[src/rtl/yuu_common_rr_arbiter.sv]
// Round-robin arbiter: registered one-hot grant, held while the owner keeps requesting.
// Define YUU_COMMON_ARB_WATCHDOG_EN to revoke grants held HOLD_MAX cycles while others wait.
module yuu_common_rr_arbiter #(
    parameter int N        = 4,
    parameter int HOLD_MAX = 16,
    localparam int ID_W    = $clog2(N)
) (
    input  logic            clk,
    input  logic            rst,
    input  logic [N-1:0]    req,
    output logic [N-1:0]    gnt,
    output logic [ID_W-1:0] gnt_id,
    output logic            busy,
    output logic            timeout
);

    typedef enum logic {IDLE, OWNED} state_t;

    state_t          state;
    logic [ID_W-1:0] last;
    logic [ID_W-1:0] win;
    logic            found;
    logic            revoke;
    int              idx;

    if (N < 2 || N > 32 || HOLD_MAX < 2 || HOLD_MAX > 65535) begin : g_bad_param
        $error("yuu_common_rr_arbiter: parameter out of range");
    end

    // First requester after the previous winner, wrapping from N-1 to 0.
    always_comb begin
        win   = '0;
        found = 1'b0;
        idx   = 0;
        for (int k = 1; k <= N; k++) begin
            idx = (int'(last) + k) % N;
            if (!found && req[ID_W'(idx)]) begin
                found = 1'b1;
                win   = ID_W'(idx);
            end
        end
    end

`ifdef YUU_COMMON_ARB_WATCHDOG_EN
    localparam logic [15:0] HOLD_LAST = 16'(HOLD_MAX - 1);

    logic [15:0] hold_cnt;

    // Cleared while idle so it reads zero in the first owned cycle; saturates at the limit.
    always_ff @(posedge clk) begin
        if (rst || state == IDLE) begin
            hold_cnt <= '0;
        end else if (hold_cnt != HOLD_LAST) begin
            hold_cnt <= hold_cnt + 16'd1;
        end
    end

    assign revoke = (state == OWNED) && (hold_cnt == HOLD_LAST) &&
                    req[gnt_id] && ((req & ~gnt) != '0);
`else
    assign revoke = 1'b0;
`endif

    always_ff @(posedge clk) begin
        if (rst) begin
            state   <= IDLE;
            gnt     <= '0;
            gnt_id  <= '0;
            busy    <= 1'b0;
            timeout <= 1'b0;
            last    <= ID_W'(N - 1);
        end else begin
            timeout <= 1'b0;
            case (state)
                IDLE: begin
                    if (found) begin
                        gnt    <= N'(1) << win;
                        gnt_id <= win;
                        last   <= win;
                        busy   <= 1'b1;
                        state  <= OWNED;
                    end
                end
                OWNED: begin
                    if (!req[gnt_id] || revoke) begin
                        gnt     <= '0;
                        busy    <= 1'b0;
                        timeout <= revoke;
                        state   <= IDLE;
                    end
                end
                default: state <= IDLE;
            endcase
        end
    end

endmodule

[config.mk]
export PLATFORM = sky130hd
export DESIGN_NAME = yuu_common_rr_arbiter
export DESIGN_NICKNAME = d
export VERILOG_FILES = /design/src/rtl/yuu_common_rr_arbiter.sv
export SDC_FILE = /design/constraint.sdc
export NUM_CORES = 1
export LEC_CHECK = 0
export ABC_CLOCK_PERIOD_IN_PS = 3050
export CORE_UTILIZATION = 35
export DETAILED_ROUTE_END_ITERATION = 7
export SLEW_MARGIN = 10
export SYNTH_ARGS = -nofsm -noshare
export SYNTH_HDL_FRONTEND = slang
export SYNTH_SLANG_ARGS = --single-unit
export TNS_END_PERCENT = 20
[constraint.sdc]
create_clock -name clk -period 3.05 [get_ports clk]
set_input_delay 0.305 -clock clk [delete_from_list [all_inputs] [get_ports clk]]
set_output_delay 0.305 -clock clk [all_outputs]
set_load 0.03 [all_outputs]
After elaboration in Yosys (flattened, before gate mapping) --
Index checks and enable logic that the tools add are counted. W data, S select, Z words.
Operators by class: add/subtract/negate cells 4, $lt $le $gt $ge 5, equality and inequality tests 2, shift operators 1, multiplexer cells 31, bitwise operators 1, reductions and logical operators 8
Operator list (number):
- $mux W1 | 17
- $lt A2 B4 Y1 const B | 4
- $bmux W1 S2 | 5
- $mux W2 | 4
- $mux W4 | 2
- $pmux W4 S2 | 1
- $add A2 B1 Y2 const B | 2
- $add A2 B2 Y2 const B | 2
- $ne A2 B2 Y1 const B | 2
- $pmux W1 S2 | 2
- $reduce_and A2 Y1 | 2
- $shl A1 B2 Y4 const A | 1
- $logic_and A1 B1 Y1 | 3
- $logic_not A1 Y1 | 3
- $lt A2 B3 Y1 const B | 1
- $not A1 Y1 | 1
Storage, ports and cells: bits in registers 10, output and inout bits 8, word-level logic and storage cells 57

Depth between registers and ports, before layout --
depth after elaboration 17, depth in mapped cells 4

Worst setup path after synthesis --
OpenSTA, ideal clock, no wires.
path type reg2reg, start register gnt_id[1], end register gnt[0], setup time 0.117 ns, arrival time 1.480 ns, required time 2.933 ns, slack 1.453 ns, cell stages (with the launch flop) 5, buffers on the path 0, period minus slack after synthesis 1.597 ns, path through dfxtp_1 mux4_2 nor2_2 nor3_1 a22o_1
On the way: word-level cells in the longest chain between the ends 4
RTL lines:
- start: declaration | line 12 | output logic [ID_W-1:0] gnt_id,
- start signal: assignment | line 78 | gnt_id <= win;
- $bmux W1 S2 | line 85 | if (!req[gnt_id] || revoke) begin
- $mux W1 (implied by the code) | line 85
- $ne A2 B2 Y1 (no line)
- $reduce_and A2 Y1 (no line)
- end signal: assignment | line 77 | gnt <= N'(1) << win;
- end: declaration | line 11 | output logic [N-1:0] gnt,
No other way between the ends. The select of a mux whose other input is x is not followed. A chain may end at the register's enable or synchronous reset.

Worst setup path after layout --
start register gnt_id[0], end output gnt_id[0]
No word-level cell between the ends.

==> impl_metrics.env <==
export IMPL_status="finished, final reports clean"
export IMPL_ios=14
export IMPL_grt_max_degree=10
export IMPL_die_y_um=40.8
export IMPL_postRouteWirelength_um=1080
export IMPL_critPathBufInv=1
export IMPL_cp_depth=1
export IMPL_cp_end_kind="primary output"
export IMPL_min_period_ns=1.65
export IMPL_numCtsBuffers=3
export IMPL_synth_cell_types=29
export IMPL_p_leak_nw=0.249
export IMPL_numClockSinks=10
export IMPL_report_final_slew_viol_count=0
export IMPL_avgRoutedWirePerCell_um=13.0
export IMPL_top_usage_layer="met1"
export IMPL_syn_avg_cell_area_um2=9.78
export IMPL_grt_pass1_wl_um=1680
export IMPL_layout_drive_gt1_share_pct=20.6
export IMPL_antennaDiodeCount=0
export IMPL_finalClockSkew_ns=0.0107
export IMPL_dpl_cell_count=79
export IMPL_grt_usage_pct=16.1
export IMPL_first_pass_iters=4
export IMPL_drc=0
export IMPL_fin_tns_setup_ns=0
export IMPL_htreeDepth=1
export IMPL_fin_cells=83
export IMPL_met2_usage_pct=20.3
export IMPL_min_from="gnt[2]"
export IMPL_final_antenna_net_count=0
export IMPL_crit_type="reg -> out"
export IMPL_min_path_type="reg -> reg"
export IMPL_r2r_slack_ns=1.59
export IMPL_worst_pin_slew_ns=0.506
export IMPL_max_cap_violations=0
export IMPL_max_vdd_ir_drop_mv=0.283
export IMPL_synth_cells=54
export IMPL_antenna_found_initial=0
export IMPL_portBuffers=12
export IMPL_drt_vias_per_instance=5.37
export IMPL_r2r_start="gnt_id[1]"
export IMPL_hold_path_end="gnt[2]"
export IMPL_vias=446
export IMPL_fin_crit_sh_pct=54.1
export IMPL_hpwl_um=756
export IMPL_path_delay_family="buffers and inverters"
export IMPL_insertion_delay_ns=0.27
export IMPL_synth_seq_cells=10
export IMPL_crit_chain="clkdlybuf4s50_1"
export IMPL_critPathLaunchType="flip-flop"
export IMPL_syn_to_final_growth_pct=29.6
export IMPL_hold_viol=0
export IMPL_post_cts_buffers=0
export IMPL_cts_buffer_depth=2
export IMPL_syn_num_nets=60
export IMPL_grt_pass1_vias=391
export IMPL_arrival_ns=1.35
export IMPL_place_congestion=0.733
export IMPL_r2r_end="gnt[0]"
export IMPL_die_w_um=40.8
export IMPL_required_ns=2.74
export IMPL_core_um2=1350
export IMPL_gr_usage_met3_pct=6.52
export IMPL_ctsHoldBuffers=0
export IMPL_slew_headroom_pct=66.2
export IMPL_syn_area_um2=528
export IMPL_fin_nets=75
export IMPL_rsz0062_at_grt="no"
export IMPL_drt_iter0_markers=10
export IMPL_path_max_fanout=3
export IMPL_final_cell_mix="12 x clkdlybuf4s50_1, 10 x dfxtp_1, 5 x a21oi_1"
export IMPL_clk_pin_slew_ns=0.08
export IMPL_root_buffer="clkbuf_4"
export IMPL_cts_resized=0
export IMPL_dieArea_um2=1670
export IMPL_min_delay_path_depth=1
export IMPL_num_rows=13
export IMPL_grt_util_met1_pct=22.2
export IMPL_cts_tree="built"
export IMPL_seq_area_frac_synth_pct=37.9
export IMPL_critPathMaxStageDelay_ns=0.69
export IMPL_powerDensity_nw_per_um2=573
export IMPL_overflow=0
export IMPL_start_util_pct=39.1
export IMPL_setup_viol=0
export IMPL_slowest_stage="clkdlybuf4s50_1"
export IMPL_fmax_mhz=606
export IMPL_final_common_cell="clkdlybuf4s50_1"
export IMPL_ys_warn_count=0
export IMPL_r2r_cells=4
[flip-flops by register name (all words and copies together), names as in the netlist]
| name | cells |
|---|---|
| gnt | 4 |
| gnt_id | 2 |
| last | 2 |
| busy | 1 |
| state | 1 |
[area by class of cell]
type | count | area (um2)
fillers | 130 | 666
multi-input cells | 40 | 302
flip-flops and latches | 10 | 200
repair buffers | 12 | 120
clock buffers | 4 | 36.3
well taps | 15 | 18.8
inverters | 2 | 7.51
[report_power, final]
part / internal (mW) / leakage, nW / switching [mW] / total, mW
Sequential: 0.145 / 0.0827 / 0.0123 / 0.157
Clock: 0.0726 / 0.0210 / 0.0510 / 0.124
Combinational: 0.0495 / 0.145 / 0.0618 / 0.111
Total: 0.267 / 0.249 / 0.125 / 0.392
[through the flow]
| step | instance area [um2] | total power [mW] | setup WS (ns) | hold slack [ns] | util [%] |
|---|---|---|---|---|---|
| floorplan | 528 | 0.235 | 1.45 | 0.470 | - |
| global placement | 648 | 0.272 | 1.16 | 0.453 | 48.0 |
| detailed placement | 648 | 0.270 | 1.17 | 0.452 | 48.0 |
| CTS | 684 | 0.391 | 1.40 | 0.475 | 50.7 |
| global route | 684 | 0.407 | 1.34 | 0.493 | 50.7 |
| finish | 684 | 0.392 | 1.40 | 0.471 | 50.7 |
[metal layers]
| layer | routed length [um] | vias up |
|---|---|---|
| met2 | 422 | 12 |
| met1 | 561 | 206 |
| met4 | 33 | 0 |
| li1 | - | 224 |
| met3 | 58 | 4 |
| met5 | 0 | - |
[synthesized netlist by cell type, drive strengths merged]
cell type	instances	area share (%)
a21o	1	2.8
inv	2	1.4
o2bb2ai	1	1.7
nor4	1	4.0
a311oi	1	2.8
nand4b	1	1.7
o21ai	2	1.9
o41ai	1	3.1
dfxtp	10	38
conb	1	0.71
nand3	1	0.95
nor3b	2	2.8
a21oi	6	6.4
nor2	6	5.2
or2b	2	2.8
a21boi	1	2.1
a32o	1	1.9
nand2b	2	2.4
a22o	1	1.7
mux4	1	4.3
or2	1	1.2
nor3	3	3.8
nand2	4	2.8
buf	2	3.6
[cells by family (layout without fill, tap and decap cells)]
| logic type | after synthesis | after routing | synth area share [%] |
|---|---|---|---|
| mux | 1 | 1 | 4.27 |
| flops | 10 | 10 | 37.9 |
| simple gates | 23 | 23 | 27.7 |
| other cells | 1 | 1 | 0.710 |
| compound gates | 15 | 15 | 24.4 |
| buf+inv | 4 | 18 | 4.98 |
[worst max-delay path by stage]
stage / start / to
floorplan: gnt_id[1] / gnt[0]
global placement: req[0] / gnt[0]
detailed placement: req[1] / gnt[0]
CTS: gnt_id[0] / gnt_id[0]
global route: req[1] / gnt_id[1]
finish: gnt_id[0] / gnt_id[0]
No activity file was read; power rests on OpenSTA's default activity.
